===== config.mk =====
export PLATFORM = sky130hd
export DESIGN_NAME = boot_loader
export DESIGN_NICKNAME = d
export VERILOG_FILES = /design/src/rtl/boot_loader_pkg.sv /design/src/rtl/boot_word_asm.sv /design/src/rtl/boot_loader.sv
export SDC_FILE = /design/constraint.sdc
export NUM_CORES = 1
export LEC_CHECK = 0
export BUFFER_PORTS_ARGS = -buffer_cell sky130_fd_sc_hd__buf_2
export CAP_MARGIN = 25
export CORE_UTILIZATION = 52
export CTS_CLUSTER_DIAMETER = 100
export DETAILED_ROUTE_END_ITERATION = 12
export GPL_ROUTABILITY_DRIVEN = 0
export PLACE_DENSITY = 0.75
export RECOVER_POWER = 100
export SYNTH_ARGS = -nofsm -noshare
export SYNTH_HDL_FRONTEND = slang
export SYNTH_SLANG_ARGS = --single-unit

===== constraint.sdc =====
create_clock -name clk -period 5.95 [get_ports clk]
set_input_delay 1.19 -clock clk [delete_from_list [all_inputs] [get_ports clk]]
set_output_delay 1.19 -clock clk [all_outputs]
set_load 0.005 [all_outputs]

===== src/rtl/boot_loader_pkg.sv =====
// Shared types and defaults for the I-MEM boot loader.
// The states cover the frame: header, data words, trailing checksum.
package boot_loader_pkg;

   localparam int         BOOT_BITS      = 32;
   localparam int         BOOT_ADDRIW    = 11;
   localparam logic [7:0] BOOT_SYNC_BYTE = 8'hA5;
   localparam int         BOOT_LEN_W     = 16;

   typedef enum logic [2:0] {
      ST_IDLE,
      ST_SYNC,
      ST_LEN_LO,
      ST_LEN_HI,
      ST_DATA,
      ST_CSUM,
      ST_DONE,
      ST_ERR
   } boot_state_t;

endpackage


===== src/rtl/boot_word_asm.sv =====
// Assembles little-endian bytes into words and keeps a running mod-256 checksum.
// word_out changes only when a word completes, so it stays stable until the next write.
module boot_word_asm #(
   parameter int BITS = 32
) (
   input  logic            clk,
   input  logic            rst_n,
   input  logic [7:0]      byte_in,
   input  logic            valid,
   input  logic            clr,
   output logic            lane_last,
   output logic [BITS-1:0] word_out,
   output logic            word_rdy,
   output logic [7:0]      csum
);

   localparam int LANES = BITS / 8;
   localparam int LW    = (LANES > 1) ? $clog2(LANES) : 1;

   logic [LW-1:0]   lane_q, lane_d;
   logic [BITS-1:0] acc_q, acc_d;
   logic [BITS-1:0] word_q, word_d;
   logic            rdy_q, rdy_d;
   logic [7:0]      csum_q, csum_d;

   assign lane_last = valid && (lane_q == LW'(LANES - 1));

   // NOTE: every variable gets its default first, so no path through this block can infer a latch.
   always_comb begin
      lane_d = lane_q;
      acc_d  = acc_q;
      word_d = word_q;
      rdy_d  = 1'b0;
      csum_d = csum_q;
      if (clr) begin
         lane_d = '0;
         csum_d = '0;
      end else if (valid) begin
         acc_d[8*lane_q +: 8] = byte_in;
         csum_d = csum_q + byte_in;
         if (lane_last) begin
            lane_d = '0;
            word_d = acc_d;
            rdy_d  = 1'b1;
         end else begin
            lane_d = lane_q + 1'b1;
         end
      end
   end

   // NOTE: state registers use non-blocking assignments; reset is synchronous to match the SoC.
   always_ff @(posedge clk) begin
      if (!rst_n) begin
         lane_q <= '0;
         acc_q  <= '0;
         word_q <= '0;
         rdy_q  <= 1'b0;
         csum_q <= '0;
      end else begin
         lane_q <= lane_d;
         acc_q  <= acc_d;
         word_q <= word_d;
         rdy_q  <= rdy_d;
         csum_q <= csum_d;
      end
   end

   assign word_out = word_q;
   assign word_rdy = rdy_q;
   assign csum     = csum_q;

endmodule


===== src/rtl/boot_loader.sv =====
// Frames the UART byte stream into I-MEM writes and holds the CPU until the checksum passes.
// The FSM, word index and inter-byte timeout live here; byte packing is in boot_word_asm.
module boot_loader
   import boot_loader_pkg::*;
#(
   parameter int         BITS        = BOOT_BITS,
   parameter int         ADDRIW      = BOOT_ADDRIW,
   parameter logic [7:0] SYNC_BYTE   = BOOT_SYNC_BYTE,
   parameter int         TIMEOUT_CYC = 50_000_000,
   parameter bit         AUTO_START  = 1'b1
) (
   input  logic              clk,
   input  logic              rst_n,
   input  logic              start,
   input  logic [7:0]        rx_data,
   input  logic              rx_valid,
   output logic              bootloading,
   output logic              we_boot,
   output logic [ADDRIW-1:0] wdata_addr,
   output logic [BITS-1:0]   wdata_data,
   output logic              boot_done,
   output logic              boot_err
);

   localparam int TW      = $clog2(TIMEOUT_CYC + 1);
   localparam int LEN_MAX = 2 ** ADDRIW;

   boot_state_t             state_q, state_d;
   logic [BOOT_LEN_W-1:0]   len_q, len_d;
   logic [ADDRIW:0]         idx_q, idx_d;
   logic [ADDRIW-1:0]       addr_q, addr_d;
   logic [TW-1:0]           tmo_q, tmo_d;
   logic                    loading_q, loading_d;
   logic                    done_q, done_d;
   logic                    err_q, err_d;
   logic                    asm_valid, lane_last;
   logic [7:0]              csum;

   assign asm_valid = rx_valid && (state_q == ST_DATA);

   boot_word_asm #(.BITS(BITS)) u_asm (
      .clk       (clk),
      .rst_n     (rst_n),
      .byte_in   (rx_data),
      .valid     (asm_valid),
      .clr       (state_q == ST_SYNC),
      .lane_last (lane_last),
      .word_out  (wdata_data),
      .word_rdy  (we_boot),
      .csum      (csum)
   );

   always_comb begin
      state_d   = state_q;
      len_d     = len_q;
      idx_d     = idx_q;
      addr_d    = addr_q;
      tmo_d     = '0;
      loading_d = loading_q;
      done_d    = done_q;
      err_d     = err_q;

      unique case (state_q)
         ST_IDLE, ST_DONE, ST_ERR: begin
            if (start) begin
               state_d   = ST_SYNC;
               loading_d = 1'b1;
               done_d    = 1'b0;
               err_d     = 1'b0;
               idx_d     = '0;
            end
         end
         ST_SYNC: begin
            if (rx_valid && rx_data == SYNC_BYTE) state_d = ST_LEN_LO;
         end
         ST_LEN_LO: begin
            if (rx_valid) begin
               len_d[7:0] = rx_data;
               state_d    = ST_LEN_HI;
            end
         end
         ST_LEN_HI: begin
            if (rx_valid) begin
               len_d[15:8] = rx_data;
               if (len_d == '0) begin
                  state_d = ST_CSUM;
               end else if (len_d > BOOT_LEN_W'(LEN_MAX)) begin
                  state_d = ST_ERR;
                  err_d   = 1'b1;
               end else begin
                  state_d = ST_DATA;
               end
            end
         end
         ST_DATA: begin
            // The address is captured with the 4th byte so it lines up with the write strobe.
            if (lane_last) begin
               addr_d = idx_q[ADDRIW-1:0];
               idx_d  = idx_q + 1'b1;
               if (BOOT_LEN_W'(idx_d) == len_q) state_d = ST_CSUM;
            end
         end
         ST_CSUM: begin
            if (rx_valid) begin
               if (rx_data == csum) begin
                  state_d   = ST_DONE;
                  loading_d = 1'b0;
                  done_d    = 1'b1;
               end else begin
                  state_d = ST_ERR;
                  err_d   = 1'b1;
               end
            end
         end
         default: state_d = ST_IDLE;
      endcase

      // Idle gap inside a frame: count cycles without a byte, abort on reaching the limit.
      if (!rx_valid && (state_q inside {ST_LEN_LO, ST_LEN_HI, ST_DATA, ST_CSUM})) begin
         tmo_d = tmo_q + 1'b1;
         if (tmo_d == TW'(TIMEOUT_CYC)) begin
            state_d = ST_ERR;
            err_d   = 1'b1;
         end
      end
   end

   always_ff @(posedge clk) begin
      if (!rst_n) begin
         state_q   <= AUTO_START ? ST_SYNC : ST_IDLE;
         len_q     <= '0;
         idx_q     <= '0;
         addr_q    <= '0;
         tmo_q     <= '0;
         loading_q <= AUTO_START;
         done_q    <= 1'b0;
         err_q     <= 1'b0;
      end else begin
         state_q   <= state_d;
         len_q     <= len_d;
         idx_q     <= idx_d;
         addr_q    <= addr_d;
         tmo_q     <= tmo_d;
         loading_q <= loading_d;
         done_q    <= done_d;
         err_q     <= err_d;
      end
   end

   assign bootloading = loading_q;
   assign wdata_addr  = addr_q;
   assign boot_done   = done_q;
   assign boot_err    = err_q;

endmodule


* Word level (Yosys, flattened, before mapping)
Index checks and enable logic that the tools add are counted.
** Operators by class
- $add $sub $neg :: 5
- Order comparisons :: 1
- Equal/unequal tests :: 16
- Shift-type cells :: 2
- Muxes and demuxes :: 36
- Bitwise gates (word level) :: 3
- Reduce and logical (&&, ||, !) cells :: 21
** Operators with widths (number)
- 5-bit negator with 34-bit output :: 1
- 8-bit by 34-bit variable shift with 32-bit output, first input constant :: 1
- 8-bit by 34-bit variable part select with 32-bit output :: 1
- 32-bit bitwise mux :: 1
- 3-bit two-way mux :: 9
- 26-bit by 1-bit adder with 26-bit output, second input constant :: 1
- 26-bit == test, second input constant :: 1
- 12-bit two-way mux :: 2
- 12-bit one-hot mux with 2 select lines :: 1
- 3-bit one-hot mux with 6 select lines :: 1
- 12-bit by 16-bit == test with 1-bit output :: 1
- 16-bit by 12-bit greater-than comparator with 1-bit output, second input constant :: 1
- 16-bit zero test :: 1
- 1-bit two-way mux :: 16
- 12-bit by 1-bit adder with 12-bit output, second input constant :: 1
- 3-bit == test, second input constant :: 4
- 2-bit AND reduction :: 5
- 8-bit adder :: 1
- 8-bit == test :: 1
- 8-bit == test, second input constant :: 1
- 2-bit != test, second input constant :: 4
- 3-bit by 2-bit == test with 1-bit output, second input constant :: 2
- 2-bit two-way mux :: 3
- 3-bit AND reduction :: 2
- other kinds (14) :: 22
** Storage, ports and cells
- Bits in registers :: 146
- Bits of input ports :: 12
- Output and inout port bits :: 47
- Logic and storage cells :: 98

* Depth between registers and ports, before layout
Gate-level depths: netlist (run 1).
- Depth after elaboration :: 7
- Mapped depth :: 10
- Depth with buffers taken out :: 10

* Hierarchy
From an unflattened synthesis (run 1), not the netlist that was laid out.
** Unflattened totals
- Cell total of the unflattened synthesis :: 813
- Area total of the unflattened synthesis :: 6960.4 sq um
** Modules (own cells, without submodules)
- boot_loader :: instances 1, cells each 480, area an instance 3832.4 sq um, seq. area each 1421.4 sq um
- boot_word_asm :: instances 1, cells each 333, area an instance 3128.0 sq um, seq. area each 1341.3 sq um

* Least setup slack after synthesis (run 1)
OpenSTA, ideal clock, no wires.
- Path type :: in2reg
- Start :: input rx_data[4]
- End :: register state_q[0]
- Library setup time :: 126 ps
- Arrival :: 2699 ps
- Data required time :: 5824 ps
- Path slack :: 3125 ps
- Stages on the path :: 7
- Buffers on the path :: 0
- Path through :: ha_1 nor4b_1 and3_1 o22ai_1 or3b_2 o21ai_0 nand3_1
** On the way
- Word-level cells in the longest chain between the ends :: 7
- Elaborated cells between the ends (all ways) :: 14
- Classes of those cells :: order compare: 1; eq/ne: 2; mux: 9; reduce/logical: 2
** Ends and longest elaborated chain
- start, declared :: RTL line boot_loader.sv:15 : input logic [7:0] rx_data,
- 16-bit by 12-bit greater-than comparator with 1-bit output :: RTL line boot_loader.sv:87 : end else if (len_d > BOOT_LEN_W'(LEN_MAX)) begin
- 2-bit two-way mux :: RTL line boot_loader.sv:87
- 2-bit two-way mux :: RTL line boot_loader.sv:85 : if (len_d == '0) begin
- 3-bit two-way mux :: RTL line boot_loader.sv:83 : if (rx_valid) begin
- 3-bit one-hot mux with 6 select lines * :: RTL line boot_loader.sv:63 : unique case (state_q)
- 3-bit two-way mux :: RTL line boot_loader.sv:121 : if (tmo_d == TW'(TIMEOUT_CYC)) begin
- 3-bit two-way mux * :: RTL line boot_loader.sv:119 : if (!rx_valid && (state_q inside {ST_LEN_LO, ST_LEN_HI, ST_DATA, ST_CSUM})) begin
- end signal, assigned :: RTL line boot_loader.sv:130 : state_q <= AUTO_START ? ST_SYNC : ST_IDLE;
- end signal, assigned :: RTL line boot_loader.sv:139 : state_q <= state_d;
- end, declared :: RTL line boot_loader.sv:28 : boot_state_t state_q, state_d;
Mark *: on every way between the ends. The rest lies on a longest branch, timed or not.
A chain may end at the register's enable or synchronous reset.

* Worst setup path after layout (run 1)
- Start :: input rx_valid
- End :: register u_asm.word_q[1] (netlist: u_asm.word_out[1])
** On the way
- Word-level cells in the longest chain between the ends :: 3
** Ends and longest elaborated chain
- start, declared :: RTL line boot_loader.sv:16 : input logic rx_valid,
- 1-bit logical AND * :: RTL line boot_loader.sv:39 : assign asm_valid = rx_valid && (state_q == ST_DATA);
- 1-bit logical AND :: RTL line boot_word_asm.sv:26 : assign lane_last = valid && (lane_q == LW'(LANES - 1));
- 3-bit AND reduction (no line) *
- end signal, assigned :: RTL line boot_word_asm.sv:62 : word_q <= word_d;
- end, declared :: RTL line boot_word_asm.sv:22 : logic [BITS-1:0] word_q, word_d;
Marked as above.

==> metrics.csv, run 1 <==
metric,value,unit
Synth cell types,71,
Static Leak,2.57,nW
DRC,0,
critical path endpoint category,register,
die height,116,um
reg-to-reg setup timing slack,2180,ps
Routed Antenna Nets,0,
Reg power frac,45.2,%
Post-CTS Setup Bufs,0,
Port Buffer Count,58,
MaxCap Viol Count,1,
Worst setup SP type,input pin,
crit path time final,4010,ps
GRT Overall Usage,24.7,%
Worst Path Required,6280,ps
area of the multi-input gates,3710,um2
status,"finished, violations left",
period utilization,67.4,%
NetSw,0.000432,W
H-tree lvl count,4,
share of layout cells above drive strength 1,10.5,%
RSZ-0062 raised after global routing,false,
Gate power share,2.3,%
CTS Hold Bufs,0,
Sw Ratio,21.2,%
largest net degree at the start of global routing,98,
Area contributors post-synth,"dfxtp_1 41%, nand2_1 7.0%, nor2_1 4.1%, a21boi_0 4.1%, xnor2_1 4.0%",
clk slew on worst S/H paths,60,ps
area of the mapped netlist,6820,um2
# IOs,59,
total CTS buffers,17,
CP max FO,26,
DR vias/cell,5.80,
R2R depth,6,
area grow syn2layout,12.1,%
Synth Register Bits,138,
Hold Crit Class,register to register,
worst hold slack,460,ps
internal power,0.00161,W
CTS Root Cell,clkbuf_16,
failing checks,max-capacitance violations,
register area share after synthesis,40.5,%
Total Wirelength,16.0,mm
TritonCTS clock tree,built,
Resized cells post-CTS,0,
n_diodes,0,
die area,13600,um2
Power Dens Cells,267,nW/um2
Row Count,41,
Crit Path Class,input pin to register,
Setup TNS,0,ps
Cells on Worst Hold Path,2,
crit path DAT,4350,ps
die width,116,um
Worst Max-Slew Pin Slew,1460,ps
gr ovfl total,0,
Hold EP,u_asm.csum[6],
Synth Flop Type,dfxtp_1,
ys async rst share,0,%
Syn Nets,840,
initial core utilization,53.6,%
share of the synthesized area in the top cell type,40.5,%
DRT iter0 DRCs,464,
dpl hpwl,10.4,mm
Pre-antenna DRT Iters,6,
WL per Instance,15.7,um
vias in the first global route,5415,
dpl cells,989,
core area,12700,um2
final setup fails,0,
via count,5931,
"area leader, netlist",dfxtp_1,
Longest Clk Path Bufs,2,
fill count,1140,
Critical R2R Capture,u_asm.word_out[1],
final non-filler cell total,1022,
Post-Synthesis Cells,813,
Peak supply drop,0.223,mV
RR Startpoint,state_q[2],
Max Clk Rate,249,MHz
FF+latch area,2760,um2
endpoints failing hold,0,
Clk pwr share,52.5,%
initial antenna violation count,0,
max-slew violation count,0,
Worst-Skew Late Latency,420,ps
Clock Skew,6.06,ps
worst hold path startpoint,u_asm.csum[6],
Yosys warning total,0,
Sinks on Clock Net,138,
slew margin rel.,1.44,%
first-pass GRT wire length,26.0,mm
"EDFF count, synth",0,
Mapped Avg Cell Area,8.38,um2
Critical path origin,rx_valid,
fin nets,864,
==> logic make-up after synthesis <==
group,after synthesis,synth area share (%)
simple gates,375,28.3
compound gates,163,16.9
flops,138,40.5
buf+inv,71,4.85
xor+xnor,50,6.43
fa+ha+maj,15,2.86
mux,1,0.202
==> layout make-up <==
cell class              count  share of cell area (%)
multi-input cells         604                    48.5
well taps                 172                    2.82
flip-flops and latches    138                    36.2
clock buffers              22                    6.47
repair buffers             63                    3.87
clock inverters            10                    1.51
inverters                  13                   0.639
==> registers in the layout, summed over array words and instances, names as in the netlist, 3 cells and up <==
register,count
u_asm.word_out,32
len_q,16
tmo_q,26
u_asm.csum,8
u_asm.acc_q,24
idx_q,12
state_q,3
wdata_addr,11
==> critical path: stages <==
cell	delay, ps
clkbuf_1	320
and3b_1	620
and2_0	930
clkbuf_1	920
nor2_1	90
nor3b_1	250
==> stage by stage <==
stage / area [um2] / worst slack, ps / power (W) / utilization, %
6_report: 7640 / 1940 / 0.00204 / 60.1
4_1_cts: 7680 / 2890 / 0.00206 / 60.4
2_1_floorplan: 6820 / 3130 / 0.000976 / -
3_5_place_dp: 7070 / 2460 / 0.000991 / 55.6
3_3_place_gp: 7070 / 2570 / 0.000990 / 55.6
5_1_grt: 7640 / 1560 / 0.00210 / 60.1
==> placed cells by master, fill, tap and decap left out, drive strengths merged, types with 3 or more instances in the layout <==
| cell | netlist | layout |
|---|---|---|
| a211oi | 4 | 4 |
| a21boi | 39 | 39 |
| a21o | 3 | 3 |
| a21oi | 27 | 27 |
| a221oi | 24 | 24 |
| a22oi | 27 | 27 |
| a31oi | 4 | 4 |
| a32oi | 3 | 3 |
| and2 | 9 | 9 |
| and3 | 6 | 6 |
| buf | 12 | 41 |
| clkbuf | 46 | 44 |
| clkinv | 2 | 7 |
| clkinvlp | 0 | 3 |
| dfxtp | 138 | 138 |
| ha | 14 | 14 |
| inv | 11 | 11 |
| nand2 | 128 | 128 |
| nand2b | 3 | 3 |
| nand3 | 26 | 26 |
| nand3b | 3 | 3 |
| nand4 | 17 | 17 |
| nand4b | 3 | 3 |
| nor2 | 75 | 75 |
| nor2b | 32 | 32 |
| nor3 | 19 | 19 |
| nor3b | 26 | 26 |
| nor4 | 13 | 13 |
| nor4b | 3 | 3 |
| o21ai | 19 | 19 |
| o31ai | 3 | 3 |
| or3 | 3 | 3 |
| xnor2 | 31 | 31 |
| xor2 | 19 | 19 |
==> power groups by stage <==
stage	Clock [W]	Combinational, W	Sequential (W)
floorplan	0	0.0000310	0.000945
global placement	0	0.0000447	0.000945
detailed placement	0	0.0000461	0.000945
CTS	0.00109	0.0000463	0.000925
global route	0.00113	0.0000495	0.000924
finish	0.00107	0.0000467	0.000925
==> routing by layer <==
metal | global-route usage (%) | vias to the layer above | share of wire [%]
met5 | 0 | - | 0
met1 | 31.3 | 2813 | 45
met3 | 5.19 | 35 | 5.5
met4 | 10.1 | 0 | 1.8
li1 | - | 2900 | -
met2 | 40.8 | 183 | 47
==> Yosys cell counts (24+ instances only) <==
cell and count:
nand2_1 127, a221oi_1 24, nor2_1 75, nor2b_1 32, a21boi_0 37, clkbuf_1 41, a21oi_1 26, xnor2_1 31
nor3b_1 26, dfxtp_1 138, nand3_1 24, a22oi_1 27
==> worst max-delay path by stage <==
stage | to
detailed placement | u_asm.word_out[15]
floorplan | state_q[0]
CTS | u_asm.word_out[12]
global placement | u_asm.word_out[29]
global route | u_asm.word_out[12]
finish | u_asm.word_out[1]
Note: power is estimated with default switching activity, not from simulation.
==> run 2: changes to the inputs <==
==> constraint.sdc (replaced) <==
create_clock -name clk -period 3.7 [get_ports clk]
set_input_delay 0.74 -clock clk [delete_from_list [all_inputs] [get_ports clk]]
set_output_delay 0.74 -clock clk [all_outputs]
set_load 0.005 [all_outputs]
==> run 2 against run 1 <==
The run now ends clean; register-to-register slack lost 1500 ps; power grew 57%; hold slack lost 3.7 ps; design area shrank 0.49%; global-route usage is essentially flat; clock power grew 53%; final cell count grew 0.29%; first-iteration DRC count grew 5.4%; critical path depth grew 2; via count shrank 1.1%; sequential cell count is the same; combinational power grew 54%.
==> metrics.csv, run 2 (synthesis gave the netlist of run 1 again) <==
metric,value,unit,change
fin nets,867,,+0.35%
Total Wirelength,15.9,mm,-1.0%
Hold Crit Class,register to register,,
initial core utilization,53.6,%,unchanged
core area,12700,um2,unchanged
reg-to-reg setup timing slack,690,ps,-1490 ps
GRT Overall Usage,24.6,%,-0.047 points
fill count,1196,,+4.9%
final setup fails,0,,unchanged
Sinks on Clock Net,138,,unchanged
Worst setup SP type,register,,
slowest CP cell,nor4_1,,
status,completed,,
Crit Path Class,register to register,,
via count,5863,,-1.1%
CTS Hold Bufs,0,,unchanged
area grow syn2layout,11.5,%,
n_diodes,0,,unchanged
MaxCap Viol Count,0,,-1
final non-filler cell total,1025,,+0.29%
worst hold slack,456,ps,-3.66 ps
Port Buffer Count,58,,unchanged
Power Dens Cells,421,nW/um2,+57%
TritonCTS clock tree,built,,
CTS Root Cell,clkbuf_16,,
die area,13600,um2,unchanged
Longest Clk Path Bufs,2,,unchanged
Area after DPL,7100,um2,+0.42%
Worst-Skew Late Latency,430,ps,about the same
Peak supply drop,0.320,mV,+43%
GR Layer Usage met1,30.0,%,-1.4 points
Max Clk Rate,332,MHz,
Row Count,41,,unchanged
"most common cell after layout, fill and taps aside",dfxtp_1,,
die height,116,um,unchanged
crit path time final,3010,ps,
first-pass GRT wire length,26.0,mm,+0.10%
# IOs,59,,unchanged
max reg flops,32,,unchanged
vias in the first global route,5449,,+0.63%
dpl hpwl,10.8,mm,+3.6%
period utilization,81.3,%,
Worst Max-Slew Pin Slew,1410,ps,-47.1 ps
met2 Use GR,41.2,%,+0.39 points
Setup TNS,0,ps,unchanged
Routed Antenna Nets,0,,unchanged
Worst Path Required,4040,ps,-2240 ps
WL per Instance,15.5,um,-1.3%
CP most frequent cell,nand4_1,,
post-layout instance area,7600,um2,-0.49%
die width,116,um,unchanged
clk slew on worst S/H paths,60,ps,about the same
H-tree lvl count,4,,unchanged
total CTS buffers,17,,unchanged
GRT Max-Usage Layer,met2,,
Clock Skew,7.69,ps,+1.63 ps
DR vias/cell,5.72,,-1.4%
FF+latch area,2760,um2,unchanged
critical path endpoint category,register,,
"commonest cells after routing, fill and taps aside","138 x dfxtp_1, 127 x nand2_1, 75 x nor2_1, 39 x a21boi_0, 34 x buf_2",,
DRC,0,,unchanged
crit path DAT,3350,ps,-1000 ps
area of the multi-input gates,3680,um2,-0.74%
dpl cells,993,,+0.40%
RSZ-0062 raised after global routing,false,,
met3 usage,6.12,%,+0.93 points
CP max FO,7,,-73%
Pre-antenna DRT Iters,5,,-1
"critical path, cell by cell","ha_1, nand4_1, nor4_1, o21ai_0, o31a_2, a21oi_1, nand4_1, a21boi_0",,
share of layout cells above drive strength 1,9.96,%,-0.51 points
endpoints failing hold,0,,unchanged
max-slew violation count,0,,unchanged
initial antenna violation count,0,,unchanged
max incr delay on CP,940,ps,about the same
DRT iter0 DRCs,489,,+5.4%
Resized cells post-CTS,0,,unchanged
largest net degree at the start of global routing,82,,-16%
gr ovfl total,0,,unchanged
slew margin rel.,4.63,%,+3.2 points
Static Leak,2.54,nW,-1.4%
Post-CTS Setup Bufs,0,,unchanged
## run 2: final timing paths
path,from,to,depth (start not counted)
worst max-delay path,tmo_q[0],state_q[2],8
worst min-delay path,wdata_addr[4],wdata_addr[4],2
worst max register to register,tmo_q[0],state_q[2],8
worst min register to register,wdata_addr[4],wdata_addr[4],2
## run 2: power breakdown
group | total [W] | switching, W | internal [W]
Combinational | 0.0000719 | 0.0000468 | 0.0000251
Clock | 0.00164 | 0.000685 | 0.000955
Sequential | 0.00149 | 0.000000485 | 0.00149
Total | 0.00320 | 0.000732 | 0.00247
## run 2: cell type report
type | count | share of cell area (%)
Clock inverter | 14 | 1.78
Sequential cell | 138 | 36.3
Timing Repair Buffer | 66 | 4.21
Multi-Input combinational cell | 604 | 48.4
Inverter | 13 | 0.642
Clock buffer | 18 | 5.78
Tap cell | 172 | 2.83
## run 2: routing by layer
metal	vias to the layer above	routed length [um]
met5	-	0
met4	0	373
met3	25	834
met2	159	7750
met1	2765	6900
li1	2914	-
## run 2: metrics by stage
step	power (W)	util [%]	worst slack [ps]
finish	0.00320	59.8	692
global route	0.00329	59.8	361
CTS	0.00322	60.3	1020
detailed placement	0.00159	55.8	898
global placement	0.00159	55.8	932
floorplan	0.00157	-	1330
## run 2: critical path: cells and delay by family, from the launching register on
| family | cells | cell delay [ps] |
|---|---|---|
| fa+ha+maj | 1 | 320 |
| compound gates | 4 | 810 |
| simple gates | 3 | 1370 |
| flops | 1 | 420 |
==> run 3: changes to the inputs <==
==> constraint.sdc (replaced) <==
create_clock -name clk -period 2.8 [get_ports clk]
set_input_delay 0.56 -clock clk [delete_from_list [all_inputs] [get_ports clk]]
set_output_delay 0.56 -clock clk [all_outputs]
set_load 0.005 [all_outputs]
==> run 3 against run 2 <==
Count of clock-buffer cells in the layout unchanged; hold slack improved by 4.1 ps; clock power up 32%; sequential cell count is the same; critical path depth is 1 lower; core utilization grew 0.98 points; largest cell class unchanged.
==> metrics.csv, run 3 (synthesis gave the netlist of run 1 again) <==
metric,value,unit,change
total CTS buffers,17,,unchanged
"commonest cells after routing, fill and taps aside","138 x dfxtp_1, 127 x nand2_1, 75 x nor2_1, 40 x buf_2, 37 x a21boi_0",,
WL per Instance,16.0,um,+3.1%
via count,6031,,+2.9%
n_diodes,0,,unchanged
Hold Crit Class,register to register,,
RSZ-0062 raised after global routing,false,,
Row Count,41,,unchanged
Max Clk Rate,389,MHz,+17%
Crit Path Class,register to register,,
Post-CTS Setup Bufs,0,,unchanged
vias in the first global route,5666,,+4.0%
fin nets,882,,+1.7%
Worst Max-Slew Pin Slew,810,ps,-601 ps
Total Wirelength,16.6,mm,+4.6%
"critical path, cell by cell","nand3_2, or4_1, nor3_2, o21ai_0, nor4_1, nand4_1, a31oi_1",,
post-placement setup slack,226,ps,-672 ps
core area,12700,um2,unchanged
TritonCTS clock tree,built,,
die height,116,um,unchanged
Worst-Skew Late Latency,430,ps,about the same
initial antenna violation count,0,,unchanged
Power Dens Cells,549,nW/um2,+30%
critical path endpoint category,register,,
DRC,0,,unchanged
share of layout cells above drive strength 1,12.1,%,+2.1 points
CTS Root Cell,clkbuf_16,,
gr ovfl total,0,,unchanged
Pre-antenna DRT Iters,6,,+1
CTS Hold Bufs,0,,unchanged
Sinks on Clock Net,138,,unchanged
worst hold slack,460,ps,+4.11 ps
Final Worst Setup Slack,229,ps,-463 ps
# IOs,59,,unchanged
Worst setup SP type,register,,
crit path DAT,2930,ps,-420 ps
die width,116,um,unchanged
Setup TNS,0,ps,unchanged
dpl hpwl,11.1,mm,+2.7%
GRT Overall Usage,25.7,%,+1.1 points
Routed Antenna Nets,0,,unchanged
"most common cell after layout, fill and taps aside",dfxtp_1,,
largest net degree at the start of global routing,80,,-2.4%
status,completed,,
period utilization,91.8,%,+11 points
endpoints failing hold,0,,unchanged
MaxCap Viol Count,0,,unchanged
Static Leak,2.64,nW,+3.9%
Peak supply drop,0.409,mV,+28%
first-pass GRT wire length,27.0,mm,+3.8%
clk slew on worst S/H paths,60,ps,about the same
die area,13600,um2,unchanged
DR vias/cell,5.80,,+1.4%
Clock Skew,7.81,ps,+0.117 ps
DRT iter0 DRCs,547,,+12%
Resized cells post-CTS,0,,unchanged
fill count,1154,,-3.5%
Port Buffer Count,58,,unchanged
Worst Path Buf+Inv,0,,unchanged
FF+latch area,2760,um2,unchanged
family with the most delay on the worst path,simple AND/OR/NAND/NOR gates,,
final setup fails,0,,unchanged
Worst Path Required,3150,ps,-890 ps
area grow syn2layout,13.4,%,
area of the multi-input gates,3710,um2,+0.75%
initial core utilization,53.6,%,unchanged
H-tree lvl count,4,,unchanged
crit path time final,2570,ps,-437 ps
slowest CP cell,or4_1,,
max reg flops,32,,unchanged
max incr delay on CP,690,ps,-250 ps
CP max FO,6,,-1
slew margin rel.,45.9,%,+41 points
Longest Clk Path Bufs,2,,unchanged
overall power,0.00424,W,+33%
max-slew violation count,0,,unchanged
run 3: path summary, 6_finish.rpt:
path	cells after the start	from	endpoint	slack, ps
max reg2reg	7	tmo_q[4]	state_q[1]	230
min reg2reg	2	wdata_addr[2]	wdata_addr[2]	460
min	2	wdata_addr[2]	wdata_addr[2]	460
max	7	tmo_q[4]	state_q[1]	230
run 3: tightest hold or removal path: cells and delay by family (launching register included):
| family | cells | cell delay [ps] |
|---|---|---|
| DFF | 1 | 300 |
| and+or+nand+nor | 1 | 40 |
| AOI/OAI and AO/OA | 1 | 60 |
run 3: layout make-up:
type / count / area share (%)
Multi-Input combinational cell: 604 / 48.0
Sequential cell: 138 / 35.8
Clock buffer: 18 / 5.55
Timing Repair Buffer: 81 / 5.51
Tap cell: 172 / 2.78
Clock inverter: 14 / 1.78
Inverter: 13 / 0.631
run 3: stage by stage:
stage | instance area [um2] | instances | util, %
floorplan | 6820 | 813 | -
global placement | 7230 | 1008 | 56.8
detailed placement | 7230 | 1008 | 56.8
CTS | 7790 | 1040 | 61.3
global route | 7730 | 1040 | 60.7
finish | 7730 | 1040 | 60.7
run 3: power breakdown:
part / internal, W / total, W / switching, W
combinational: 0.0000404 / 0.000107 / 0.0000664
clock: 0.00124 / 0.00217 / 0.000929
sequential: 0.00196 / 0.00196 / 0.000000656
total: 0.00324 / 0.00424 / 0.000996
run 3: layer usage:
metal	vias to the layer above	global-route usage [%]	part of all wire (%)
li1	2941	-	-
met1	2853	32.0	43
met2	202	41.3	48
met3	35	6.69	6.3
met4	0	12.8	2.5
met5	-	0	0
